[src/rtl/dmem_access_unit.sv]
// Data-memory access unit: byte-lane loads with sign/zero extension, read-modify-write
// sub-word stores, alignment/funct3 checking and a bounded request/acknowledge handshake.
module dmem_access_unit #(
    parameter int unsigned TIMEOUT_CYCLES = 255
) (
    input  logic        clk,
    input  logic        rst,
    input  logic        req_valid,
    output logic        req_ready,
    input  logic        req_we,
    input  logic [2:0]  req_funct3,
    input  logic [31:0] req_addr,
    input  logic [31:0] req_wdata,
    output logic        resp_valid,
    output logic [31:0] resp_rdata,
    output logic [1:0]  resp_err,
    output logic        mem_req,
    output logic        mem_we,
    output logic [29:0] mem_addr,
    output logic [31:0] mem_wdata,
    input  logic        mem_ack,
    input  logic [31:0] mem_rdata
);

    typedef enum logic [2:0] {StIdle, StAccess, StRd, StGap, StWr, StResp} state_e;

    state_e      state_q;
    logic        we_q;
    logic [2:0]  funct3_q;
    logic [1:0]  lane_q;
    logic [31:0] wdata_q;
    logic [7:0]  cnt_q;
    logic        mem_req_q, mem_we_q;
    logic [29:0] mem_addr_q;
    logic [31:0] mem_wdata_q;
    logic        resp_valid_q;
    logic [31:0] resp_rdata_q;
    logic [1:0]  resp_err_q;

    logic        f3_legal, misaligned, rmw, timeout_hit;
    logic [7:0]  byte_sel;
    logic [15:0] half_sel;
    logic [31:0] load_data, merge_word;

    always_comb begin
        if (req_we) f3_legal = (req_funct3 == 3'b000) || (req_funct3 == 3'b001) ||
                               (req_funct3 == 3'b010);
        else        f3_legal = (req_funct3 == 3'b000) || (req_funct3 == 3'b001) ||
                               (req_funct3 == 3'b010) || (req_funct3 == 3'b100) ||
                               (req_funct3 == 3'b101);
    end

    assign misaligned  = ((req_funct3[1:0] == 2'b01) && req_addr[0]) ||
                         ((req_funct3[1:0] == 2'b10) && (req_addr[1:0] != 2'b00));
    assign rmw         = req_we && (req_funct3[1:0] != 2'b10);
    assign timeout_hit = ({1'b0, cnt_q} + 9'd1) == 9'(TIMEOUT_CYCLES);

    assign byte_sel = mem_rdata[{lane_q, 3'b000} +: 8];
    assign half_sel = lane_q[1] ? mem_rdata[31:16] : mem_rdata[15:0];

    always_comb begin
        load_data = mem_rdata;
        case (funct3_q)
            3'b000:  load_data = {{24{byte_sel[7]}}, byte_sel};
            3'b001:  load_data = {{16{half_sel[15]}}, half_sel};
            3'b100:  load_data = {24'd0, byte_sel};
            3'b101:  load_data = {16'd0, half_sel};
            default: load_data = mem_rdata;
        endcase
    end

    always_comb begin
        merge_word = mem_rdata;
        if (funct3_q[1:0] == 2'b00) merge_word[{lane_q, 3'b000} +: 8] = wdata_q[7:0];
        else                        merge_word[{lane_q[1], 4'b0000} +: 16] = wdata_q[15:0];
    end

    always_ff @(posedge clk) begin
        if (rst) begin
            state_q      <= StIdle;
            we_q         <= 1'b0;
            funct3_q     <= 3'b000;
            lane_q       <= 2'b00;
            wdata_q      <= 32'd0;
            cnt_q        <= 8'd0;
            mem_req_q    <= 1'b0;
            mem_we_q     <= 1'b0;
            mem_addr_q   <= 30'd0;
            mem_wdata_q  <= 32'd0;
            resp_valid_q <= 1'b0;
            resp_rdata_q <= 32'd0;
            resp_err_q   <= 2'b00;
        end else begin
            resp_valid_q <= 1'b0;
            unique case (state_q)
                StIdle: begin
                    if (req_valid) begin
                        we_q       <= req_we;
                        funct3_q   <= req_funct3;
                        lane_q     <= req_addr[1:0];
                        wdata_q    <= req_wdata;
                        mem_addr_q <= req_addr[31:2];
                        cnt_q      <= 8'd0;
                        if (!f3_legal || misaligned) begin
                            resp_valid_q <= 1'b1;
                            resp_err_q   <= !f3_legal ? 2'b10 : 2'b01;
                            resp_rdata_q <= 32'd0;
                            state_q      <= StResp;
                        end else begin
                            mem_req_q <= 1'b1;
                            mem_we_q  <= req_we && !rmw;
                            if (req_we) mem_wdata_q <= req_wdata;
                            state_q   <= rmw ? StRd : StAccess;
                        end
                    end
                end
                StAccess, StRd, StWr: begin
                    if (mem_ack) begin
                        mem_req_q <= 1'b0;
                        mem_we_q  <= 1'b0;
                        if (state_q == StRd) begin
                            mem_wdata_q <= merge_word;
                            state_q     <= StGap;
                        end else begin
                            resp_valid_q <= 1'b1;
                            resp_err_q   <= 2'b00;
                            resp_rdata_q <= we_q ? 32'd0 : load_data;
                            state_q      <= StResp;
                        end
                    end else if (timeout_hit) begin
                        // Abort: any ack arriving later lands in RESP/IDLE and is ignored.
                        mem_req_q    <= 1'b0;
                        mem_we_q     <= 1'b0;
                        resp_valid_q <= 1'b1;
                        resp_err_q   <= 2'b11;
                        resp_rdata_q <= 32'd0;
                        state_q      <= StResp;
                    end else begin
                        cnt_q <= cnt_q + 8'd1;
                    end
                end
                StGap: begin
                    mem_req_q <= 1'b1;
                    mem_we_q  <= 1'b1;
                    cnt_q     <= 8'd0;
                    state_q   <= StWr;
                end
                StResp: begin
                    resp_err_q   <= 2'b00;
                    resp_rdata_q <= 32'd0;
                    state_q      <= StIdle;
                end
                default: state_q <= StIdle;
            endcase
        end
    end

    assign req_ready  = (state_q == StIdle);
    assign resp_valid = resp_valid_q;
    assign resp_rdata = resp_rdata_q;
    assign resp_err   = resp_err_q;
    assign mem_req    = mem_req_q;
    assign mem_we     = mem_we_q;
    assign mem_addr   = mem_addr_q;
    assign mem_wdata  = mem_wdata_q;

endmodule

[config.mk]
export PLATFORM = sky130hd
export DESIGN_NAME = dmem_access_unit
export DESIGN_NICKNAME = d
export VERILOG_FILES = /design/src/rtl/dmem_access_unit.sv
export SDC_FILE = /design/constraint.sdc
export NUM_CORES = 1
export LEC_CHECK = 0
export ABC_AREA = 0
export CAP_MARGIN = 5
export CORE_MARGIN = 2
export CORE_UTILIZATION = 50
export CTS_BUF_LIST = sky130_fd_sc_hd__clkbuf_4 sky130_fd_sc_hd__clkbuf_8 sky130_fd_sc_hd__clkbuf_16
export CTS_CLUSTER_DIAMETER = 30
export DETAILED_ROUTE_END_ITERATION = 8
export PLACE_DENSITY = 0.86
export SYNTH_ARGS = -nofsm -noshare
export SYNTH_HDL_FRONTEND = slang
export SYNTH_SLANG_ARGS = --single-unit
[constraint.sdc]
create_clock -name clk -period 6.1 [get_ports clk]
set_input_delay 0.61 -clock clk [delete_from_list [all_inputs] [get_ports clk]]
set_output_delay 0.61 -clock clk [all_outputs]
set_load 0.1 [all_outputs]
==> summary.md <==
| Metric | Value |
|---|---|
| Worst Clk Skew | 5.724 ps |
| Root Driver | clkbuf_16 |
| NetSw | 2425 uW |
| Num CTS Buffers | 17 |
| Pre-antenna DRT Iters | 9 |
| # H-tree levels | 4 |
| Hold slack | 451.2 ps |
| Synth Cell Area | 6256 um^2 |
| Most used DFF post-synth | dfxtp_1 |
| Critical path cell sequence | or3_1 > inv_1 > clkdlybuf4s50_1 |
| Count of cell types in the netlist | 55 |
| Placed insts | 1096 |
| Crit-path max FO | 12 |
| Final hold violations | 0 |
| Worst-path clk slew | 60 ps |
| CTS resizes | 0 |
| GRT Util Overall | 0.3055 |
| Post-synthesis async set-or-reset flop share | 0 |
| Final worst-path cycle share | 0.5652 |
| Site Rows | 40 |
| Slowest cell on the critical path | clkdlybuf4s50_1 |
| Clock Path Buffers | 2 |
| Post-DP HPWL | 14170 um |
| RSZ-0062 raised after global routing | false |
| # hold bufs at CTS | 0 |
| Share of the synthesized area in the top cell type | 0.4224 |
| Syn nets | 884 |
| Worst IR Drop VDD | 356.3 uV |
| Synth area leader | dfxtp_1 |
| Slew margin rel. | 0.1968 |
| First-pass GRT wire length | 32040 um |
| Worst slew pin tran | 1202 ps |
| Initial Util | 0.5165 |
| Post-route insts no fill | 1128 |
| Syn Inst Count | 773 |
| Final setup fails | 0 |
| Crit path time final | 3447 ps |
| # fillers | 966 |
| CP arrival | 2840 ps |
| Max Slew Vio Count | 0 |
| # port buffers | 203 |
| Largest net degree at the start of global routing | 72 |
| Nets | 1058 |
| Avg WL per Cell | 18.27 um |
| Synth top area cells | dfxtp_1 42%, nand2_1 12%, a21oi_1 6.3% |
| Int Pwr | 2447 uW |
| GR Overflow Total | 0 |
| Clock Power Share | 0.224 |
| Die H | 115.9 um |
| Sequential cell area | 2643 um^2 |
| Switching Share | 0.4978 |
| Leakage power | 0.003321 uW |
| Final Routed Wirelength | 20610 um |
| Failing checks | DRC |
| Die span in x | 115.9 um |
| Multi-input gate area | 3298 um^2 |
| Most frequent cells in the layout | 202 x nand2_1, 202 x clkdlybuf4s50_1, 132 x dfxtp_1 |
| Top delay family on crit path | buffers and inverters |
| CP bufs+invs | 2 |
| Number of synthesized flops with an enable pin | 0 |
| Status | finished, violations left |
| DIE AREA | 13420 um^2 |
| Synthesis Warnings | 0 |
| Max-Cap Viols | 0 |
| Achievable Freq | 290.1 MHz |
| Setup TNS | 0 ps |
| Post-layout util | 0.7378 |
| Worst Setup End Kind | output port |
| Antenna Cells | 0 |
| Yosys reg bits | 132 |
| Share of cells above drive strength 1 | 0.05521 |
| DRC | 1 |
| Clk_lat worst skew | 420 ps |
| Routed vias/inst | 5.879 |
| Slowest stage delay, CP | 1190 ps |
| Total setup buffers inserted after CTS | 0 |
| Clock sink total | 132 |
| CP Class | flip-flop to output port |
| Area delta synth->final | 42.84% |
| Synthesized area per cell | 8.093 um^2 |
| Detail Route Antenna Nets | 0 |
| RD Place Congestion | 0.9291 |
| Core area | 12110 um^2 |
| Via count | 6631 |
| Comb power frac | 0.530 |
| Iter 0 DRT Violations | 701 |
| Top Ports | 204 |
| Flop pwr share | 0.246 |
| TritonCTS clock tree | built |
| Setup crit start kind | flip-flop |
| Hold Crit Class | flip-flop to flip-flop |
| Vias in the first global route | 6249 |
| Register area share after synthesis | 0.4224 |
| Antenna violations before repair | 0 |
| CP required | 5490 ps |
| Power per cell area | 545.3 nW/um^2 |
==> final cells by class <==
type / instances / share of cell area
Multi-Input combinational cell: 568 / 0.3691
Inverter: 17 / 0.007141
Clock buffer: 22 / 0.05391
Timing Repair Buffer: 211 / 0.2335
Clock inverter: 10 / 0.01708
Sequential cell: 132 / 0.2957
Tap cell: 168 / 0.02352
==> Yosys cell counts (2+ instances only) <==
cell	count
o31ai_1	4
clkbuf_1	33
nor2_4	2
a222oi_1	16
o21ai_0	66
inv_1	16
o211ai_1	3
mux2i_1	33
buf_4	4
nand2_1	202
a22o_1	35
o21ai_1	6
nand4b_1	2
nor3_1	10
a31oi_1	2
a22oi_1	16
buf_2	10
ha_1	7
nor3b_1	2
a21oi_1	79
nor4_1	3
nand3_1	4
nand2b_1	3
o41ai_1	2
buf_6	3
a221o_1	7
xnor2_1	5
nor2_2	2
buf_1	6
a211oi_1	4
o21a_1	4
dfxtp_1	132
and3_1	2
or3_1	2
o22ai_1	7
nor2_1	20
==> registers in the layout, summed over array words and instances (netlist names) <==
register / flops
cnt_q: 8
funct3_q: 3
lane_q: 2
mem_addr: 30
mem_req: 1
mem_wdata: 32
mem_we: 1
resp_err: 2
resp_rdata: 32
resp_valid: 1
state_q: 3
wdata_q: 16
we_q: 1
==> logic make-up after synthesis <==
kind of cell / synth area share
buffers and inverters: 0.05180
multiplexers: 0.05820
flip-flops: 0.4224
AND/OR/NAND/NOR: 0.1710
adder cells (fa/ha/maj): 0.01560
XOR/XNOR: 0.008400
AO/OA/AOI/OAI: 0.2726
==> tightest hold or removal path, stage by stage (launching register included) <==
cell	delay [ps]
dfxtp_1	300
nand2_1	50
a21oi_1	50
==> power groups by stage <==
stage / logic (uW) / registers [uW] / clock network, uW
finish: 2580 / 1200 / 1090
global route: 2710 / 1220 / 1140
CTS: 2570 / 1200 / 1100
detailed placement: 2560 / 1210 / 0
global placement: 2540 / 1210 / 0
floorplan: 956 / 2230 / 0
==> metrics by stage <==
step / area [um^2] / total power, uW / worst slack, ps
floorplan: 6256 / 3183 / 3558
global placement: 8302 / 3748 / 2833
detailed placement: 8302 / 3766 / 2737
CTS: 8936 / 4862 / 2668
global route: 8936 / 5072 / 2582
finish: 8936 / 4872 / 2653
==> routing by layer <==
layer  global-route usage  routed length (um)  up-vias
met5                    0                   0        -
met4               0.1627                 939        0
met3              0.09414                2243       87
met2               0.4733                9071      400
met1               0.3826                8352     3018
li1                     -                   -     3126
==> path summary, 6_finish.rpt <==
check                                  from       endpoint  slack (ps)  cells after the start
worst max-delay path             state_q[0]      req_ready        2650                      3
worst min-delay path            mem_addr[2]    mem_addr[2]         450                      2
worst max register to register   state_q[2]  resp_rdata[4]        3080                      6
worst min register to register  mem_addr[2]    mem_addr[2]         450                      2
Note: power is estimated with default switching activity, not from simulation.
